<file path="src/rtl/integer_digit_mux_driver.sv">
// Binary-to-BCD conversion with a sequential double-dabble engine,
// driving a multiplexed seven-segment display from a one-hot digit select.
module integer_digit_mux_driver #(
    parameter int N_DIGITS       = 3,
    parameter int VALUE_WIDTH    = 10,
    parameter int SEG_ACTIVE_LOW = 1,
    parameter int AN_ACTIVE_LOW  = 1,
    parameter int BLANK_LEADING  = 1
) (
    input  logic                   clk,
    input  logic                   rst_n,
    input  logic                   value_valid,
    input  logic [VALUE_WIDTH-1:0] value,
    output logic                   value_ready,
    input  logic [N_DIGITS-1:0]    digit_select,
    output logic [N_DIGITS-1:0]    anode,
    output logic [6:0]             segments,
    output logic                   overflow
);

    localparam int BCD_W = 4 * N_DIGITS;
    localparam int CNT_W = $clog2(VALUE_WIDTH + 1);
    localparam longint unsigned MAX_VAL = longint'(10) ** N_DIGITS - 1;
    localparam logic [6:0] SEG_OFF = (SEG_ACTIVE_LOW != 0) ? 7'h7F : 7'h00;
    localparam logic [N_DIGITS-1:0] AN_OFF =
        (AN_ACTIVE_LOW != 0) ? {N_DIGITS{1'b1}} : {N_DIGITS{1'b0}};

    typedef enum logic [1:0] {
        IDLE,
        SHIFT,
        LATCH
    } state_t;

    state_t                       state_q, state_d;
    logic [VALUE_WIDTH-1:0]       bin_q;
    logic [BCD_W-1:0]             bcd_q;
    logic [CNT_W-1:0]             cnt_q;
    logic                         ovf_pend_q;
    logic [N_DIGITS-1:0][3:0]     disp_q;
    logic [BCD_W-1:0]             bcd_adj;
    logic [BCD_W+VALUE_WIDTH-1:0] dd_shift;
    logic [N_DIGITS-1:0][6:0]     pattern;
    logic [6:0]                   sel_pat;
    logic                         sel_onehot;
    logic                         zero_run;

    function automatic logic [6:0] glyph(input logic [3:0] d);
        case (d)
            4'd0:    glyph = 7'h3F;
            4'd1:    glyph = 7'h06;
            4'd2:    glyph = 7'h5B;
            4'd3:    glyph = 7'h4F;
            4'd4:    glyph = 7'h66;
            4'd5:    glyph = 7'h6D;
            4'd6:    glyph = 7'h7D;
            4'd7:    glyph = 7'h07;
            4'd8:    glyph = 7'h7F;
            4'd9:    glyph = 7'h6F;
            default: glyph = 7'h00;
        endcase
    endfunction

    assign value_ready = (state_q == IDLE);

    // Double-dabble step: correct nibbles >= 5, then shift {bcd, bin} left
    always_comb begin
        bcd_adj = bcd_q;
        for (int i = 0; i < N_DIGITS; i++) begin
            if (bcd_q[4*i +: 4] >= 4'd5)
                bcd_adj[4*i +: 4] = bcd_q[4*i +: 4] + 4'd3;
        end
    end

    assign dd_shift = {bcd_adj, bin_q} << 1;

    always_comb begin
        state_d = state_q;
        unique case (state_q)
            IDLE:    if (value_valid) state_d = SHIFT;
            SHIFT:   if (cnt_q == CNT_W'(VALUE_WIDTH - 1)) state_d = LATCH;
            LATCH:   state_d = IDLE;
            default: state_d = IDLE;
        endcase
    end

    always_ff @(posedge clk or negedge rst_n) begin
        if (!rst_n) state_q <= IDLE;
        else        state_q <= state_d;
    end

    always_ff @(posedge clk or negedge rst_n) begin
        if (!rst_n) begin
            bin_q      <= '0;
            bcd_q      <= '0;
            cnt_q      <= '0;
            ovf_pend_q <= 1'b0;
            disp_q     <= '0;
            overflow   <= 1'b0;
        end else begin
            unique case (state_q)
                IDLE: begin
                    if (value_valid) begin
                        bin_q      <= value;
                        bcd_q      <= '0;
                        cnt_q      <= '0;
                        ovf_pend_q <= (64'(value) > MAX_VAL);
                    end
                end
                SHIFT: begin
                    {bcd_q, bin_q} <= dd_shift;
                    cnt_q          <= cnt_q + 1'b1;
                end
                LATCH: begin
                    disp_q   <= bcd_q;
                    overflow <= ovf_pend_q;
                end
                default: ;
            endcase
        end
    end

    // Walk from the top digit so zero_run means "this and all higher are 0"
    always_comb begin
        zero_run = 1'b1;
        pattern  = '0;
        for (int i = N_DIGITS - 1; i >= 0; i--) begin
            zero_run = zero_run && (disp_q[i] == 4'd0);
            if (overflow)
                pattern[i] = 7'h40;
            else if ((BLANK_LEADING != 0) && (i > 0) && zero_run)
                pattern[i] = 7'h00;
            else
                pattern[i] = glyph(disp_q[i]);
        end
    end

    always_comb begin
        sel_pat = '0;
        for (int i = 0; i < N_DIGITS; i++) begin
            if (digit_select[i]) sel_pat = sel_pat | pattern[i];
        end
    end

    assign sel_onehot = (digit_select != '0) &&
                        ((digit_select & (digit_select - 1'b1)) == '0);

    always_ff @(posedge clk or negedge rst_n) begin
        if (!rst_n) begin
            anode    <= AN_OFF;
            segments <= SEG_OFF;
        end else if (sel_onehot) begin
            anode    <= (AN_ACTIVE_LOW != 0) ? ~digit_select : digit_select;
            segments <= (SEG_ACTIVE_LOW != 0) ? ~sel_pat : sel_pat;
        end else begin
            anode    <= AN_OFF;
            segments <= SEG_OFF;
        end
    end

endmodule

</file>
<file path="config.mk">
export PLATFORM = sky130hd
export DESIGN_NAME = integer_digit_mux_driver
export DESIGN_NICKNAME = d
export VERILOG_FILES = /design/src/rtl/integer_digit_mux_driver.sv
export SDC_FILE = /design/constraint.sdc
export NUM_CORES = 1
export LEC_CHECK = 0
export CAP_MARGIN = 10
export CORE_MARGIN = 5
export CORE_UTILIZATION = 52
export CTS_CLUSTER_SIZE = 28
export DETAILED_ROUTE_END_ITERATION = 6
export PLACE_DENSITY = 0.79
export SLEW_MARGIN = 20
export SYNTH_ARGS = -nofsm -noshare
export SYNTH_HDL_FRONTEND = slang
export SYNTH_SLANG_ARGS = --single-unit
</file>
<file path="constraint.sdc">
create_clock -name clk -period 1.8 [get_ports clk]
set_input_delay 0.36 -clock clk [delete_from_list [all_inputs] [get_ports clk]]
set_output_delay 0.36 -clock clk [all_outputs]
set_load 0.02 [all_outputs]
</file>
==> impl_metrics.csv, run 1 <==
group,metric,value,unit
drt,drtIter0Drc,103,
yosys,syn_inst,305,
critical_path,crit_type,"register to register",
yosys,synth.avg_cell_area,9.69,µm²
outcome,status,"completed",
clocking,tritoncts,"built",
sta,max_clock_freq,569,MHz
sta,slew_headroom,0.573,
sta,setup_ws,0.0426,ns
sta,min_period,1.76,ns
layout,fin_nets,382,
global_route,grt_max_degree,53,
critical_path,start_kind,"register",
global_route,grt.total_usage,0.173,
drt,viasPerCell,5.56,
critical_path,path_max_fanout,4,
global_route,grt_pass1_wl,10200,µm
drt,antenna_left,0,
drt,first_pass_iters,5,
drt,wirelength,5890,µm
clocking,clk_latency,0.31,ns
yosys,yosys.area_share.simple,0.155,
yosys,muxShareOfSynthArea,0.0483,
layout,syn_to_final_growth,20.8,%
floorplan,io_pins,28,
drt,vias,2314,
power_and_ir_drop,powerDensity,1640,nW/µm²
sta,rsz0062_at_grt,"true",
layout,post-route-util,0.648,
placement,place_hpwl,4270,µm
sta,post-route-period-util,0.976,
yosys,synthAdderAreaFrac,0.0974,
critical_path,end_kind,"register",
sta,fin_hold_ws,0.0357,ns
floorplan,core.rowCount,27,
floorplan,initial_utilization,0.537,
sta,setup_viol,0,
sta,slew_violations,0,
layout,n_antenna_cell,0,
yosys,yosys.area.top_type,"dfrtp_1",
yosys,ys_seq_area_frac,0.445,
yosys,synth_flop_cell,"dfrtp_1",
yosys,synth_compound_area_frac,0.180,
yosys,synth_top_family_by_area,"compound AO/OA/AOI/OAI gates",
clocking,htree_levels,2,
critical_path,cp.arrival,1.98,ns
global_route,grt_pass1_vias,2277,
clocking,root_buffer,"clkbuf_8",
clocking,cts_buffer_depth,2,
power_and_ir_drop,finalPower,5870,µW
sta,hold_viol,0,
yosys,ys_ff_latch,52,
clocking,cts_made_buffers,5,
clocking,cts.clk_slew.worst_paths,0.09,ns
layout,fillers,469,
drt,drc,0,
layout,multi_input_area,1510,µm²
floorplan,design.die.area,7290,µm²
sta,worst_slew_pin_slew,0.641,ns
sta,finClkSkew,0.00490,ns
floorplan,core,5510,µm²
layout,regArea,1310,µm²
global_route,overflow,0,
layout,drive_gt1_frac,0.174,
power_and_ir_drop,leakagePower,0.00161,µW
clocking,hold_buffers,0,
worst_hold_path,hold_path.class,"primary input to asynchronous set/reset pin",
global_route,antenna_found_initial,0,
yosys,ys_warn_count,0,
yosys,synth_area_leaders,"dfrtp_1 (36%), ha_1 (9.7%), dfstp_2 (8.9%), nand2_1 (4.7%), o21ai_0 (4.4%)",
placement,io_buffers,27,
floorplan,fp.dieH,85.4,µm
drt,wl_per_cell,14.2,µm
yosys,synth_edf_count,0,
placement,pre_cts_ws,-0.0602,ns
floorplan,fp.dieW,85.4,µm
run,max_cap_violations,0,
yosys,synthesis.nets,344,
sta,tns,0,ns
critical_path,required,2.02,ns
power_and_ir_drop,vdd_drop_max,0.901,mV
yosys,synthXorXnorAreaFrac,0.0237,
yosys,async_flop_share,1.00,
yosys,synth_area,2960,µm²
yosys,yosysTopAreaCellShare,0.356,
yosys,ys_types,48,
placement,place_congestion,0.881,
clocking,clkSinkCount,52,
cells in the mapped netlist (2+ instances only):
library cell   n
dfrtp_1       42
nand2b_1      13
xor2_1         3
mux2_2        10
a31oi_1        2
o31ai_1        7
and3_1         2
dfstp_2       10
buf_2          3
nand4_1        2
o21ai_0       26
a21oi_1       12
o22ai_1        4
clkbuf_1      14
nor2_1        14
inv_1         19
a32o_1         3
a22oi_1        8
o311ai_0       3
ha_1          23
xnor2_1        5
a22o_1         2
nand3_1       13
mux2i_1        3
nor2b_1        3
nand2_1       37
report_power, final:
part | internal, µW | total [µW] | switching [µW]
Clock | 491 | 880 | 389
Combinational | 1390 | 2890 | 1510
Sequential | 1660 | 2100 | 442
per-stage QoR:
| step | std cells | area [µm²] |
|---|---|---|
| global route | 416 | 3570 |
| floorplan | 305 | 2960 |
| finish | 416 | 3570 |
| CTS | 413 | 3520 |
| global placement | 405 | 3400 |
| detailed placement | 405 | 3400 |
final cells by class:
class                      instances  area share
clock buffer                       7      0.0270
clock inverter                     1     0.00841
inverter                          19      0.0200
multi-input combinational        216       0.422
sequential                        52       0.368
tap                               72      0.0252
timing repair buffer              49       0.130
cells by family (layout without fill, tap and decap cells):
logic type	after synthesis	count (layout)
buffers and inverters	37	76
AND/OR/NAND/NOR	93	93
flip-flops	52	52
XOR/XNOR	8	8
AO/OA/AOI/OAI	79	79
adder cells (fa/ha/maj)	23	23
multiplexers	13	13
state kept, by name, summed over array words and instances, names as in the netlist, 2 cells and up:
| name | flops |
|---|---|
| anode | 3 |
| bcd_q | 12 |
| bin_q | 10 |
| cnt_q | 4 |
| disp_q | 12 |
| segments | 7 |
| state_q | 2 |
routing by layer:
layer	wire length, µm	global-route usage	vias up
met5	0	0	-
met4	152	0.0705	0
met3	291	0.0359	15
met2	2880	0.289	54
met1	2570	0.217	1102
li1	-	-	1143
worst paths after layout:
check | cells after the start | slack, ns | from | end
worst max-delay path | 6 | 0.04 | disp_q[9] | segments[1]
worst min-delay path | 2 | 0.04 | rst_n | bcd_q[8]
worst max register to register | 6 | 0.04 | disp_q[9] | segments[1]
worst min register to register | 2 | 0.49 | bin_q[3] | bin_q[3]
max in group asynchronous | 2 | 1.48 | rst_n | anode[0]
min in group clk | 2 | 0.49 | bin_q[3] | bin_q[3]
layout by cell type, fill, tap and decap left out, drive strengths merged, types with 2 or more instances in the layout:
| cell type | count |
|---|---|
| a22oi | 8 |
| nand2b | 13 |
| a32o | 3 |
| clkbuf | 7 |
| a21oi | 13 |
| mux2 | 10 |
| dlygate4sd2 | 5 |
| ha | 23 |
| a22o | 2 |
| dfrtp | 42 |
| nand4 | 2 |
| mux2i | 3 |
| inv | 19 |
| o31ai | 8 |
| nor2 | 14 |
| xor2 | 3 |
| o211ai | 2 |
| and3 | 2 |
| a31oi | 2 |
| o22ai | 4 |
| dlymetal6s2s | 6 |
| o21ai | 26 |
| buf | 23 |
| nand3 | 13 |
| nand2 | 37 |
| xnor2 | 5 |
| o311ai | 3 |
| clkdlybuf4s50 | 15 |
| nor2b | 3 |
| dfstp | 10 |
critical path, cell delays in order (launching register included):
cell and delay [ns]:
dfrtp_1 0.41, inv_2 0.09, ha_4 0.13, or4b_4 0.47, o211ai_4 0.24, a21oi_2 0.06
o31ai_2 0.27
what timing repair did:
| action | 4_1_cts | 5_1_grt |
|---|---|---|
| pin swaps | 1 | 3 |
| endpoints found under the setup margin | 6 | 8 |
| resized for setup | 5 | 13 |
| setup buffers | 0 | 3 |
No activity file was read; power rests on OpenSTA's default activity.
==> inputs of run 2 (changes only) <==
--- a/config.mk
+++ b/config.mk
@@ -5,12 +5,15 @@
 export SDC_FILE = /design/constraint.sdc
 export NUM_CORES = 1
 export LEC_CHECK = 0
+export ABC_CLOCK_PERIOD_IN_PS = 2200
 export CAP_MARGIN = 10
+export CELL_PAD_IN_SITES_DETAIL_PLACEMENT = 0
+export CELL_PAD_IN_SITES_GLOBAL_PLACEMENT = 1
 export CORE_MARGIN = 5
-export CORE_UTILIZATION = 52
+export CORE_UTILIZATION = 48
 export CTS_CLUSTER_SIZE = 28
 export DETAILED_ROUTE_END_ITERATION = 6
-export PLACE_DENSITY = 0.79
+export PLACE_DENSITY = 0.88
 export SLEW_MARGIN = 20
 export SYNTH_ARGS = -nofsm -noshare
 export SYNTH_HDL_FRONTEND = slang
==> constraint.sdc (replaced) <==
create_clock -name clk -period 2.2 [get_ports clk]
set_input_delay 0.44 -clock clk [delete_from_list [all_inputs] [get_ports clk]]
set_output_delay 0.44 -clock clk [all_outputs]
set_load 0.02 [all_outputs]
==> impl_metrics.csv, run 2 (same netlist as run 1, synthesis figures left out) <==
group,metric,value,unit
global_route,use_met3,0.0298,
drt,wl_per_cell,14.2,µm
sta,slew_violations,0,
power_and_ir_drop,leakagePower,0.00152,µW
clocking,clkSinkCount,52,
sta,setup_viol,0,
critical_path,path_max_fanout,6,
global_route,globalRoute.busiestLayer,"met2",
layout,regArea,1310,µm²
floorplan,core.rowCount,28,
clocking,hold_buffers,0,
sta,slew_headroom,0.518,
placement,io_buffers,27,
drt,first_pass_iters,4,
power_and_ir_drop,clockPowerShare,0.151,
power_and_ir_drop,switching_share,0.405,
sta,finClkSkew,0.00252,ns
clocking,htree_levels,2,
floorplan,io_pins,28,
floorplan,fp.dieW,88.5,µm
clocking,cts_resized,0,
clocking,cts_made_buffers,5,
drt,viasPerCell,5.45,
layout,multi_input_area,1490,µm²
sta,hold_viol,0,
sta,max_clock_freq,516,MHz
floorplan,core,5960,µm²
drt,vias,2208,
clocking,post_cts_buffers,0,
floorplan,design.die.area,7830,µm²
layout,layout_commonest_cell,"dfrtp_1",
worst_hold_path,hold_path.class,"primary input to asynchronous set/reset pin",
clocking,tritoncts,"built",
clocking,cts.clk_slew.worst_paths,0.09,ns
floorplan,initial_utilization,0.496,
clocking,root_buffer,"clkbuf_8",
power_and_ir_drop,p_int,2720,µW
drt,wirelength,5750,µm
layout,syn_to_final_growth,16.0,%
layout,fillers,547,
power_and_ir_drop,vdd_drop_max,0.686,mV
global_route,overflow,0,
global_route,antenna_found_initial,0,
run,max_cap_violations,0,
layout,fin_nets,368,
critical_path,slowest_delay,0.50,ns
critical_path,start_kind,"register",
placement,place_congestion,0.856,
layout,drive_gt1_frac,0.130,
global_route,grt.total_usage,0.158,
global_route,grt_max_degree,33,
global_route,grt_pass1_wl,9830,µm
sta,post-route-period-util,0.881,
layout,final_cell_mix,"dfrtp_1 (42), nand2_1 (37), o21ai_0 (26), clkdlybuf4s50_1 (26), ha_1 (23)",
clocking,cts_buffer_depth,2,
power_and_ir_drop,power_frac_comb,0.467,
layout,post-route-util,0.576,
sta,tns,0,ns
layout,n_antenna_cell,0,
critical_path,crit_type,"register to register",
critical_path,crit_chain,"inv_1 > ha_1 > or4b_4 > o211ai_4 > a21oi_2 > o31ai_2",
global_route,grtUsageMet2,0.282,
critical_path,critPathTopFamily,"simple AND/OR/NAND/NOR gates",
outcome,status,"completed",
global_route,use_met1,0.197,
drt,antenna_left,0,
critical_path,crit_slowest_cell,"or4b_4",
drt,drc,0,
placement,place_hpwl,4340,µm
layout,largestRegisters,"bcd_q (12), disp_q (12), bin_q (10)",
drt,drtIter0Drc,41,
sta,rsz0062_at_grt,"false",
clocking,clk_latency,0.30,ns
sta,min_period,1.94,ns
global_route,grt_pass1_vias,2140,
sta,worst_slew_pin_slew,0.723,ns
power_and_ir_drop,seqPwrFrac,0.382,
critical_path,cp.arrival,2.16,ns
critical_path,required,2.43,ns
critical_path,critPathBufInv,1,
power_and_ir_drop,p_switching,1850,µW
floorplan,fp.dieH,88.5,µm
power_and_ir_drop,powerDensity,1330,nW/µm²
critical_path,end_kind,"register",
[run 2: cell count changes in the layout (fill, tap and decap cells not counted), sizes merged]
cell / previous run / this run
buf: 23 / 9
clkbuf: 7 / 6
dlygate4sd2: 5 / 0
clkdlybuf4s50: 15 / 26
dlymetal6s2s: 6 / 0
clkinv: 0 / 1
[run 2: metrics by stage]
stage / hold WS, ns / setup WS [ns] / power (µW) / std cells / instance area (µm²)
finish: 0.0899 / 0.263 / 4580 / 405 / 3430
detailed placement: 0.433 / 0.170 / 3920 / 397 / 3310
CTS: 0.0964 / 0.268 / 4620 / 405 / 3430
global route: 0.123 / 0.167 / 5000 / 405 / 3430
floorplan: 0.144 / 0.493 / 3330 / 305 / 2960
global placement: 0.427 / 0.283 / 3860 / 397 / 3310
[run 2: final cells by class]
type                    instances  area share
well taps                      75      0.0274
clock inverters                 2      0.0113
inverters                      19      0.0208
repair buffers                 35      0.0985
clock buffers                   6      0.0241
flip-flops and latches         52       0.383
multi-input cells             216       0.435
[run 2: path summary, 6_finish.rpt]
| check | from | to | slack (ns) | cells after the start |
|---|---|---|---|---|
| worst max-delay path | disp_q[9] | segments[1] | 0.26 | 6 |
| worst min-delay path | rst_n | disp_q[1] | 0.09 | 1 |
| worst max register to register | disp_q[9] | segments[1] | 0.26 | 6 |
| worst min register to register | bin_q[5] | bin_q[5] | 0.48 | 2 |
| max in group asynchronous | rst_n | bcd_q[3] | 1.58 | 2 |
| min in group clk | bin_q[5] | bin_q[5] | 0.48 | 2 |
[run 2: per-layer routing]
metal | up-vias | part of all wire
li1 | 1118 | -
met1 | 1042 | 0.45
met2 | 41 | 0.50
met3 | 7 | 0.046
met4 | 0 | 0.011
met5 | - | 0
[run 2: power groups by stage]
stage / clock, µW / sequential, µW / combinational (µW)
floorplan: 0 / 1660 / 1670
global placement: 0 / 1750 / 2100
detailed placement: 0 / 1770 / 2150
CTS: 712 / 1750 / 2160
global route: 750 / 1820 / 2430
finish: 690 / 1750 / 2140
